==> src/rtl/node_out_arbiter.sv <==
// Output-port scheduler for one MAZE node direction.
// QoS round-robin arbiter with starvation guard and a one-entry output register.
//
// Ports:
//   clk, rst   clock; asynchronous active-high reset
//   req_vld    per-requester packet valid (0=N 1=W 2=S 3=E 4=local)
//   req_pkt    per-requester packets, slice i = [i*PW +: PW]
//   req_rdy    one-hot accept strobe (combinational)
//   out_blk    downstream faulty/disabled: no new grants
//   out_vld    registered output valid
//   out_pkt    registered output packet
//   out_rdy    downstream ready
//   grant_id   requester index that loaded out_pkt
module node_out_arbiter #(
  parameter int NREQ       = 5,
  parameter int PW         = 23,
  parameter int STARVE_MAX = 15
) (
  input  logic                 clk,
  input  logic                 rst,
  input  logic [NREQ-1:0]      req_vld,
  input  logic [NREQ*PW-1:0]   req_pkt,
  output logic [NREQ-1:0]      req_rdy,
  input  logic                 out_blk,
  output logic                 out_vld,
  output logic [PW-1:0]        out_pkt,
  input  logic                 out_rdy,
  output logic [2:0]           grant_id
);

  localparam int IW = (NREQ > 1) ? $clog2(NREQ) : 1;
  localparam int SW = $clog2(STARVE_MAX + 1);
  localparam int QB = 20;

  logic [IW-1:0]   rr_ptr;
  logic [SW-1:0]   starve_cnt;
  logic [SW-1:0]   starve_nxt;
  logic [NREQ-1:0] qos_v;
  logic [NREQ-1:0] v1;
  logic [NREQ-1:0] v0;
  logic [NREQ-1:0] cand;
  logic [NREQ-1:0] hi;
  logic [IW-1:0]   win_hi;
  logic [IW-1:0]   win_lo;
  logic [IW-1:0]   win;
  logic [PW-1:0]   sel_pkt;
  logic            starved;
  logic            load_en;
  logic            grant;
  logic            win_qos;

  always_comb begin
    qos_v = '0;
    for (int i = 0; i < NREQ; i++) begin
      qos_v[i] = req_pkt[i*PW+QB];
    end
  end

  assign v1 = req_vld & qos_v;
  assign v0 = req_vld & ~qos_v;

  assign starved = (starve_cnt == SW'(STARVE_MAX)) && (|v0);

  always_comb begin
    cand = req_vld;
    if (starved) begin
      cand = v0;
    end else if (|v1) begin
      cand = v1;
    end
  end

  // Round-robin: candidates above rr_ptr first, else wrap to lowest.
  always_comb begin
    hi = '0;
    for (int i = 0; i < NREQ; i++) begin
      hi[i] = cand[i] && (i > int'(rr_ptr));
    end
  end

  always_comb begin
    win_hi = '0;
    win_lo = '0;
    for (int i = NREQ - 1; i >= 0; i--) begin
      if (hi[i]) win_hi = IW'(i);
      if (cand[i]) win_lo = IW'(i);
    end
  end

  assign win = (|hi) ? win_hi : win_lo;

  always_comb begin
    sel_pkt = '0;
    for (int i = 0; i < NREQ; i++) begin
      if (win == IW'(i)) sel_pkt = req_pkt[i*PW +: PW];
    end
  end

  assign win_qos = sel_pkt[QB];

  // Reset also masks grants so no requester sees an accept.
  assign load_en = !rst && !out_blk && (!out_vld || out_rdy);
  assign grant   = load_en && (|req_vld);

  always_comb begin
    req_rdy = '0;
    if (grant) begin
      for (int i = 0; i < NREQ; i++) begin
        if (win == IW'(i)) req_rdy[i] = 1'b1;
      end
    end
  end

  always_comb begin
    starve_nxt = starve_cnt;
    if (!(|v0)) begin
      starve_nxt = '0;
    end else if (grant && !win_qos) begin
      starve_nxt = '0;
    end else if (grant && starve_cnt != SW'(STARVE_MAX)) begin
      starve_nxt = starve_cnt + 1'b1;
    end
  end

  always_ff @(posedge clk or posedge rst) begin
    if (rst) begin
      out_vld    <= 1'b0;
      out_pkt    <= '0;
      grant_id   <= '0;
      rr_ptr     <= IW'(NREQ - 1);
      starve_cnt <= '0;
    end else begin
      starve_cnt <= starve_nxt;
      if (grant) begin
        out_vld  <= 1'b1;
        out_pkt  <= sel_pkt;
        grant_id <= 3'(win);
        rr_ptr   <= win;
      end else if (out_vld && out_rdy) begin
        out_vld <= 1'b0;
      end
    end
  end

endmodule
==> config.mk <==
export PLATFORM = sky130hd
export DESIGN_NAME = node_out_arbiter
export DESIGN_NICKNAME = d
export VERILOG_FILES = /design/src/rtl/node_out_arbiter.sv
export SDC_FILE = /design/constraint.sdc
export NUM_CORES = 1
export LEC_CHECK = 0
export BUFFER_PORTS_ARGS = -buffer_cell sky130_fd_sc_hd__buf_2
export CAP_MARGIN = 10
export CELL_PAD_IN_SITES_DETAIL_PLACEMENT = 0
export CELL_PAD_IN_SITES_GLOBAL_PLACEMENT = 1
export CORE_AREA = 8 8 107 109
export CTS_CLUSTER_DIAMETER = 120
export DETAILED_ROUTE_END_ITERATION = 6
export DIE_AREA = 0 0 115 117
export PLACE_DENSITY_LB_ADDON = 0.15
export SLEW_MARGIN = 15
export SYNTH_ARGS = -nofsm -noshare
export SYNTH_HDL_FRONTEND = slang
export SYNTH_SLANG_ARGS = --single-unit
==> constraint.sdc <==
create_clock -name clk -period 3.65 [get_ports clk]
set_clock_uncertainty 0.2 [all_clocks]
set_input_delay 0.5475 -clock clk [delete_from_list [all_inputs] [get_ports clk]]
set_output_delay 0.5475 -clock clk [all_outputs]
set_load 0.02 [all_outputs]
==> report_table.html, run 1 <==
<table>
<tr><th>Metric</th><th>Value</th></tr>
<tr><th colspan="2">Outcome</th></tr>
<tr><td>Result of the run</td><td>completed</td></tr>
<tr><th colspan="2">Finish</th></tr>
<tr><td>Fraction of final layout cells with drive strength greater than 1</td><td>0.418</td></tr>
<tr><td>Register Area</td><td>802 µm²</td></tr>
<tr><td>Most common cell after layout, fill and taps aside</td><td>buf_2</td></tr>
<tr><td>Fillers</td><td>1072</td></tr>
<tr><td>Area of combinational cells with multiple inputs</td><td>1910 µm²</td></tr>
<tr><td>Antenna Diode Count</td><td>0</td></tr>
<tr><td>Commonest cells after routing, fill and taps aside</td><td>buf_2, nor2_1, dfrtp_1, a21oi_1, o21ai_0</td></tr>
<tr><td>Number of nets in the layout</td><td>646</td></tr>
<tr><td>Final instance area</td><td>3940 µm²</td></tr>
<tr><td>Signed area change from the synthesized netlist to the final layout</td><td>37.3%</td></tr>
<tr><th colspan="2">Global routing</th></tr>
<tr><td>Number of antenna violations at the first check in global routing</td><td>1</td></tr>
<tr><td>Gr ovfl total</td><td>0</td></tr>
<tr><td>Vias in the first global route</td><td>3717</td></tr>
<tr><td>Total GRT Usage</td><td>0.179</td></tr>
<tr><td>Maximum number of pins on one net before global-route repair</td><td>26</td></tr>
<tr><td>Global-route wire length before repair</td><td>19000 µm</td></tr>
<tr><th colspan="2">Worst setup path</th></tr>
<tr><td>Worst r2r path cells</td><td>12</td></tr>
<tr><td>WP data required</td><td>2900 ps</td></tr>
<tr><td>Critical path data arrival time</td><td>2790 ps</td></tr>
<tr><td>Endpoint type of the worst setup path</td><td>output port</td></tr>
<tr><td>Crit Path Class</td><td>reg -&gt; out</td></tr>
<tr><td>Startpoint types</td><td>flop</td></tr>
<tr><td>Reg-to-reg critical path endpoint</td><td>out_pkt[3]$_DFFE_PP0P_</td></tr>
<tr><td>Peak fanout along the critical path</td><td>9</td></tr>
<tr><td>Worst setup startpoint</td><td>starve_cnt[0]$_DFFE_PP0P_</td></tr>
<tr><td>Cell repeated most along the worst path</td><td>nor3_1</td></tr>
<tr><td>Reg2reg start</td><td>starve_cnt[0]$_DFFE_PP0P_</td></tr>
<tr><td>CP max-delay cell</td><td>or3_1</td></tr>
<tr><td>CP cell instances</td><td>ha_1 -&gt; nand3_1 -&gt; a21oi_4 -&gt; buf_4 -&gt; nor3_1 -&gt; o32ai_2 -&gt; a31oi_4 -&gt; or3_1 -&gt; nor3_1 -&gt; buf_2</td></tr>
<tr><td>Setup slack of the most critical reg-to-reg path</td><td>430 ps</td></tr>
<tr><td>Delay contributed by the slowest stage of the critical path</td><td>400 ps</td></tr>
<tr><th colspan="2">STA</th></tr>
<tr><td>Final hold viol count</td><td>0</td></tr>
<tr><td>Highest clock frequency the design can meet</td><td>283 MHz</td></tr>
<tr><td>Fin crit period</td><td>3530 ps</td></tr>
<tr><td>Min Hold Slack</td><td>191 ps</td></tr>
<tr><td>Final sum of negative setup slack</td><td>0 ps</td></tr>
<tr><td>Tightest Pin Transition</td><td>697 ps</td></tr>
<tr><td>Final worst path period share</td><td>0.968</td></tr>
<tr><td>RSZ-0062 raised after global routing</td><td>true</td></tr>
<tr><td>Max-slew violation total from the final report</td><td>0</td></tr>
<tr><td>Worst max-slew margin expressed relative to the limit</td><td>0.535</td></tr>
<tr><td>Final number of setup-violating endpoints</td><td>0</td></tr>
<tr><th colspan="2">CTS</th></tr>
<tr><td>Clock slew seen by the registers of the worst setup and hold paths</td><td>80 ps</td></tr>
<tr><td>Clock root cell</td><td>clkbuf_8</td></tr>
<tr><td>Total clock buffers created by CTS</td><td>5</td></tr>
<tr><td>Clock latency of the later-clocked register in the worst-skew pair</td><td>290 ps</td></tr>
<tr><td>Clock Tree Buf Depth</td><td>2</td></tr>
<tr><td>Post-CTS Hold Fix Bufs</td><td>0</td></tr>
<tr><td>Number of H-tree branching levels</td><td>2</td></tr>
<tr><td>CTS tree</td><td>done</td></tr>
<tr><td>Number of clock sinks</td><td>32</td></tr>
<tr><th colspan="2">Placement</th></tr>
<tr><td>Half-perimeter wire length after placement</td><td>9470 µm</td></tr>
<tr><td>Buffers added on ports</td><td>155</td></tr>
<tr><td>Routability congestion estimate from global placement</td><td>0.863</td></tr>
<tr><td>Placed cell area</td><td>3840 µm²</td></tr>
<tr><th colspan="2">Synthesis</th></tr>
<tr><td>Ranking of synthesized cells by area</td><td>dfrtp_1, nor2_1, o32ai_2</td></tr>
<tr><td>Count of unique library cells instantiated by Yosys</td><td>62</td></tr>
<tr><td>Sequential share of the synthesized area</td><td>0.280</td></tr>
<tr><td>Top cell type's share of synthesized area</td><td>0.270</td></tr>
<tr><td>Net count after synthesis</td><td>494</td></tr>
<tr><td>Primary FF master, synth</td><td>dfrtp_1</td></tr>
<tr><td>Library cell with the largest summed area after synthesis</td><td>dfrtp_1</td></tr>
<tr><td>Proportion of register bits with asynchronous set or reset after synthesis</td><td>1.00</td></tr>
<tr><td>Mapped Cells</td><td>369</td></tr>
<tr><td>Mapped Avg Cell Area</td><td>7.78 µm²</td></tr>
<tr><td>Flops &amp; latches, synth</td><td>32</td></tr>
<tr><td>EDFF count, synth</td><td>0</td></tr>
<tr><td>Post-synthesis cell area</td><td>2870 µm²</td></tr>
<tr><td>Warnings from Yosys</td><td>0</td></tr>
<tr><th colspan="2">Floorplan</th></tr>
<tr><td>Overall die height</td><td>117 µm</td></tr>
<tr><td>Num rows</td><td>37</td></tr>
<tr><td>Die area</td><td>13500 µm²</td></tr>
<tr><td>I/O pins</td><td>156</td></tr>
<tr><td>Starting density of the core</td><td>0.290</td></tr>
<tr><td>Placeable core region</td><td>9910 µm²</td></tr>
<tr><td>Die width</td><td>115 µm</td></tr>
<tr><th colspan="2">Power and ir drop</th></tr>
<tr><td>Seq pwr share</td><td>0.259</td></tr>
<tr><td>Clock power frac</td><td>0.127</td></tr>
<tr><td>Internal portion of total power</td><td>1.15 mW</td></tr>
<tr><td>Portion of total power attributed to combinational logic</td><td>0.614</td></tr>
<tr><td>Fraction of power spent switching nets</td><td>0.490</td></tr>
<tr><td>Leakage component of the power</td><td>1.79 nW</td></tr>
<tr><td>PD cells</td><td>575 nW/µm²</td></tr>
<tr><td>Sw Pwr</td><td>1.11 mW</td></tr>
<tr><td>Peak supply drop</td><td>0.191 mV</td></tr>
<tr><th colspan="2">Drt</th></tr>
<tr><td>Post-Route WL</td><td>12100 µm</td></tr>
<tr><td>Routed length per instance</td><td>18.4 µm</td></tr>
<tr><td>Vias after detailed routing</td><td>3421</td></tr>
<tr><td>DRC Markers</td><td>0</td></tr>
<tr><td>Drt pass-1 iters</td><td>4</td></tr>
<tr><td>Detailed-route vias per instance</td><td>5.20</td></tr>
<tr><td>Iter 0 DRT Violations</td><td>104</td></tr>
<tr><td>Number of nets with antenna violations after detailed routing</td><td>0</td></tr>
<tr><th colspan="2">Flow run</th></tr>
<tr><td>Max-cap viol count</td><td>0</td></tr>
<tr><th colspan="2">Worst hold path</th></tr>
<tr><td>Path class of the lowest-slack min-delay path</td><td>in -&gt; async</td></tr>
</table>
-- worst max-delay path, delay by kind of cell, from the launching register on --
kind                       cells  cell delay [ps]
buffers and inverters          2              380
and+or+nand+nor                4              850
adders and majority gates      1              220
AOI/OAI and AO/OA              3              650
DFF                            1              390
-- kinds of logic after synthesis --
kind of cell | Yosys count | share of synthesized area
simple gates | 170 | 0.269
compound gates | 127 | 0.372
buf+inv | 36 | 0.0659
flops | 32 | 0.280
xor+xnor | 2 | 0.00611
mux | 1 | 0.00349
fa+ha+maj | 1 | 0.00436
-- per-layer routing --
metal  GRT usage  vias up  wire [µm]
li1            -     1666          -
met1       0.207     1624       5020
met2       0.314      123       5990
met3      0.0600        6       1010
met4      0.0377        2         80
met5           0        -         13
-- area by class of cell --
| cell class | count | area share |
|---|---|---|
| tap | 136 | 0.0432 |
| inverter | 7 | 0.00667 |
| multi-input combinational | 301 | 0.485 |
| timing repair buffer | 174 | 0.240 |
| sequential | 32 | 0.204 |
| clock buffer | 5 | 0.0175 |
| clock inverter | 3 | 0.00476 |
-- flip-flops by register name (all words and copies together) (netlist names) --
| register | count |
|---|---|
| grant_id | 3 |
| rr_ptr | 1 |
| out_pkt | 23 |
| out_vld | 1 |
| starve_cnt | 4 |
-- power groups by stage --
| stage | sequential [mW] | clock [mW] | combinational (mW) |
|---|---|---|---|
| 4_1_cts | 0.589 | 0.298 | 1.41 |
| 3_5_place_dp | 0.594 | 0 | 1.41 |
| 3_3_place_gp | 0.590 | 0 | 1.40 |
| 5_1_grt | 0.608 | 0.313 | 1.53 |
| 6_report | 0.587 | 0.287 | 1.39 |
| 2_1_floorplan | 0.739 | 0 | 0.800 |
-- per-stage QoR --
step           setup slack [ps]   util  cells  total power, mW
4_1_cts                    62.3  0.396    658             2.30
3_3_place_gp                173  0.387    650             1.99
6_report                    117  0.398    658             2.26
5_1_grt                   -12.8  0.398    658             2.46
2_1_floorplan               102      -    369             1.54
3_5_place_dp                147  0.387    650             2.00
-- worst max path at each step --
stage,to,slack (ps),cells past startpoint
floorplan,req_rdy[0],100,11
global placement,req_rdy[0],170,11
detailed placement,req_rdy[0],150,11
CTS,req_rdy[0],60,10
global route,req_rdy[1],-10,9
finish,req_rdy[0],120,10
-- cells in the mapped netlist (2+ instances only) --
cell type and count:
a211oi_1 3, a21oi_1 27, a221oi_1 22, a22oi_1 2, and2_1 2, and3_1 2
buf_2 10, buf_4 5, buf_6 3, clkbuf_1 11, dfrtp_1 31, inv_1 6
nand2_1 18, nand2b_1 6, nand3_1 3, nor2_1 118, nor2b_1 2, nor3_1 6
o211ai_1 3, o21ai_0 25, o32ai_1 8, o32ai_2 15, or3_1 2
-- repair_timing --
| item | 4_1_cts | 5_1_grt |
|---|---|---|
| endpoints found under the setup margin | 0 | 3 |
| resized for setup | 0 | 2 |
| setup buffers | 0 | 0 |
Power figures use the tool's default switching activity.
==> run 2: changes to the inputs <==
- CORE_AREA: 8 8 107 109 -> 3 3 102 104
- DIE_AREA: 0 0 115 117 -> 0 0 105 107
==> run 2 against run 1 <==
Compared with the run above:
- routed wire length shrank 8.8%
- die area shrank 16%
- via count down 0.20%
- utilization up 0.84 points
- critical path depth fell by 1
- cell count decreased by 0.91%
- count of clock-buffer cells in the layout increased by 3
- sequential share of layout area increased by 0.13 points
- non-clock buffer count down 3
==> report_table.html, run 2 (synthesized netlist as in run 1, its figures left out) <==
<table>
<tr><th>Metric</th><th>Value</th></tr>
<tr><th colspan="2">Outcome</th></tr>
<tr><td>Result of the run</td><td>completed</td></tr>
<tr><th colspan="2">Finish</th></tr>
<tr><td>Largest reg by FF count</td><td>out_pkt</td></tr>
<tr><td>Share of the core filled with cells in the final layout</td><td>0.406</td></tr>
<tr><td>Largest registers</td><td>out_pkt x23, starve_cnt x4, grant_id x3</td></tr>
<tr><td>Commonest cells after routing, fill and taps aside</td><td>buf_2, nor2_1, dfrtp_1, a21oi_1, o21ai_0</td></tr>
<tr><td>Signed area change from the synthesized netlist to the final layout</td><td>36.4%</td></tr>
<tr><td>Antenna Diode Count</td><td>0</td></tr>
<tr><td>Number of nets in the layout</td><td>643</td></tr>
<tr><td>Most common cell after layout, fill and taps aside</td><td>buf_2</td></tr>
<tr><td>Max FFs per register</td><td>23</td></tr>
<tr><td>Fraction of final layout cells with drive strength greater than 1</td><td>0.414</td></tr>
<tr><th colspan="2">Worst setup path</th></tr>
<tr><td>CP max-delay cell</td><td>dfrtp_1</td></tr>
<tr><td>Reg-to-reg critical path endpoint</td><td>out_pkt[7]$_DFFE_PP0P_</td></tr>
<tr><td>Setup slack of the most critical reg-to-reg path</td><td>530 ps</td></tr>
<tr><td>Reg2reg start</td><td>starve_cnt[0]$_DFFE_PP0P_</td></tr>
<tr><td>Peak fanout along the critical path</td><td>11</td></tr>
<tr><td>Endpoint type of the worst setup path</td><td>output port</td></tr>
<tr><td>CP cell instances</td><td>ha_1 -&gt; nand3_2 -&gt; a21oi_4 -&gt; or3_1 -&gt; a32o_1 -&gt; a31oi_4 -&gt; or3_1 -&gt; nor3_1 -&gt; buf_2</td></tr>
<tr><td>Critical path data arrival time</td><td>2710 ps</td></tr>
<tr><td>Worst r2r path cells</td><td>11</td></tr>
<tr><td>Cell repeated most along the worst path</td><td>or3_1</td></tr>
<tr><td>Crit Path Class</td><td>reg -&gt; out</td></tr>
<tr><td>Startpoint types</td><td>flop</td></tr>
<tr><td>Delay contributed by the slowest stage of the critical path</td><td>390 ps</td></tr>
<tr><td>WP data required</td><td>2900 ps</td></tr>
<tr><th colspan="2">Floorplan</th></tr>
<tr><td>Starting density of the core</td><td>0.298</td></tr>
<tr><td>I/O pins</td><td>156</td></tr>
<tr><td>Placeable core region</td><td>9640 µm²</td></tr>
<tr><td>Die width</td><td>105 µm</td></tr>
<tr><td>Num rows</td><td>36</td></tr>
<tr><td>Overall die height</td><td>107 µm</td></tr>
<tr><td>Die area</td><td>11200 µm²</td></tr>
<tr><th colspan="2">Power and ir drop</th></tr>
<tr><td>Peak supply drop</td><td>0.228 mV</td></tr>
<tr><td>PD cells</td><td>575 nW/µm²</td></tr>
<tr><td>Leakage component of the power</td><td>1.77 nW</td></tr>
<tr><th colspan="2">STA</th></tr>
<tr><td>Highest clock frequency the design can meet</td><td>289 MHz</td></tr>
<tr><td>Fin crit period</td><td>3460 ps</td></tr>
<tr><td>Tightest Pin Transition</td><td>1020 ps</td></tr>
<tr><td>Max-slew violation total from the final report</td><td>0</td></tr>
<tr><td>Worst max-slew margin expressed relative to the limit</td><td>0.318</td></tr>
<tr><td>Final worst path period share</td><td>0.948</td></tr>
<tr><td>Final hold viol count</td><td>0</td></tr>
<tr><td>RSZ-0062 raised after global routing</td><td>false</td></tr>
<tr><td>Final number of setup-violating endpoints</td><td>0</td></tr>
<tr><td>Final sum of negative setup slack</td><td>0 ps</td></tr>
<tr><td>Min Hold Slack</td><td>297 ps</td></tr>
<tr><th colspan="2">Global routing</th></tr>
<tr><td>Number of antenna violations at the first check in global routing</td><td>0</td></tr>
<tr><td>Gr ovfl total</td><td>0</td></tr>
<tr><td>Total GRT Usage</td><td>0.193</td></tr>
<tr><td>Maximum number of pins on one net before global-route repair</td><td>45</td></tr>
<tr><td>Global-route wire length before repair</td><td>17600 µm</td></tr>
<tr><td>Vias in the first global route</td><td>3498</td></tr>
<tr><th colspan="2">Drt</th></tr>
<tr><td>Vias after detailed routing</td><td>3414</td></tr>
<tr><td>DRC Markers</td><td>0</td></tr>
<tr><td>Iter 0 DRT Violations</td><td>172</td></tr>
<tr><td>Routed length per instance</td><td>16.9 µm</td></tr>
<tr><td>Detailed-route vias per instance</td><td>5.24</td></tr>
<tr><td>Post-Route WL</td><td>11000 µm</td></tr>
<tr><td>Number of nets with antenna violations after detailed routing</td><td>0</td></tr>
<tr><td>Drt pass-1 iters</td><td>6</td></tr>
<tr><th colspan="2">Flow run</th></tr>
<tr><td>Max-cap viol count</td><td>0</td></tr>
<tr><th colspan="2">CTS</th></tr>
<tr><td>Total clock buffers created by CTS</td><td>5</td></tr>
<tr><td>Post-CTS Hold Fix Bufs</td><td>0</td></tr>
<tr><td>Post-cts sizing count</td><td>0</td></tr>
<tr><td>CTS tree</td><td>done</td></tr>
<tr><td>Clock root cell</td><td>clkbuf_8</td></tr>
<tr><td>Number of clock sinks</td><td>32</td></tr>
<tr><td>Clock slew seen by the registers of the worst setup and hold paths</td><td>70 ps</td></tr>
<tr><td>Clock Tree Buf Depth</td><td>2</td></tr>
<tr><td>Clock latency of the later-clocked register in the worst-skew pair</td><td>280 ps</td></tr>
<tr><td>Post-CTS setup-driven buffer insertion count</td><td>0</td></tr>
<tr><td>Number of H-tree branching levels</td><td>2</td></tr>
<tr><th colspan="2">Placement</th></tr>
<tr><td>Half-perimeter wire length after placement</td><td>8280 µm</td></tr>
<tr><td>Routability congestion estimate from global placement</td><td>0.855</td></tr>
<tr><td>Buffers added on ports</td><td>155</td></tr>
<tr><th colspan="2">Worst hold path</th></tr>
<tr><td>Startpoint of the most critical hold path</td><td>grant_id[2]$_DFFE_PP0P_</td></tr>
<tr><td>Endpoint of the worst hold path</td><td>grant_id[2]$_DFFE_PP0P_</td></tr>
<tr><td>Worst hold path cell count</td><td>2</td></tr>
<tr><td>Path class of the lowest-slack min-delay path</td><td>reg -&gt; reg</td></tr>
</table>
## run 2: cell count changes in the layout (fill, tap and decap cells not counted)
cell      before  now
and3_2         0    1
a21oi_4        2    1
nand3_1        3    2
clkbuf_1       0    2
and3_1         2    1
clkinv_4       1    0
clkbuf_8       5    6
a21oi_2        0    1
nand3_2        0    1
clkinv_2       2    0
buf_4         17   14
## run 2: per-stage QoR
step	std cells	instance area (µm²)	setup WS (ps)	power (mW)
after floorplan	369	2870	102	1.54
after global placement	644	3800	153	1.97
after detailed placement	644	3800	149	1.98
after CTS	652	3890	26.9	2.28
after global routing	652	3910	0.191	2.45
final	652	3910	190	2.25
## run 2: how the worst max path moves through the flow
stage                                    from         end  slack (ps)  cells past startpoint
finish              starve_cnt[0]$_DFFE_PP0P_  req_rdy[0]         190                      9
global route        starve_cnt[0]$_DFFE_PP0P_  req_rdy[0]         0.2                      9
CTS                 starve_cnt[0]$_DFFE_PP0P_  req_rdy[0]          30                      9
detailed placement                req_pkt[20]  req_rdy[0]         150                     10
global placement                  req_pkt[20]  req_rdy[0]         150                     10
floorplan                         req_pkt[20]  req_rdy[0]         100                     11
## run 2: cell type report
| cell class | instances | area [µm²] |
|---|---|---|
| Clock buffer | 8 | 90.1 |
| Fill cell | 1033 | 5730 |
| Inverter | 7 | 26.3 |
| Multi-Input combinational cell | 301 | 1910 |
| Sequential cell | 32 | 802 |
| Tap cell | 133 | 166 |
| Timing Repair Buffer | 171 | 921 |
## run 2: routing by layer
layer	track usage	part of all wire	vias to the layer above
met4	0.0544	0.013	0
li1	-	-	1655
met2	0.338	0.50	162
met3	0.0433	0.081	12
met5	0	0	-
met1	0.239	0.41	1585
## run 2: report_power, final
group | switching (mW) | internal (mW)
sequential | 0.0912 | 0.496
clock | 0.136 | 0.154
combinational | 0.854 | 0.518
## run 2: worst max-delay path, delay by kind of cell (launching register included)
family                     cells  cell delay, ps
and+or+nand+nor                4             950
AOI/OAI and AO/OA              3             650
DFF                            1             390
adders and majority gates      1             240
buffers and inverters          1             210
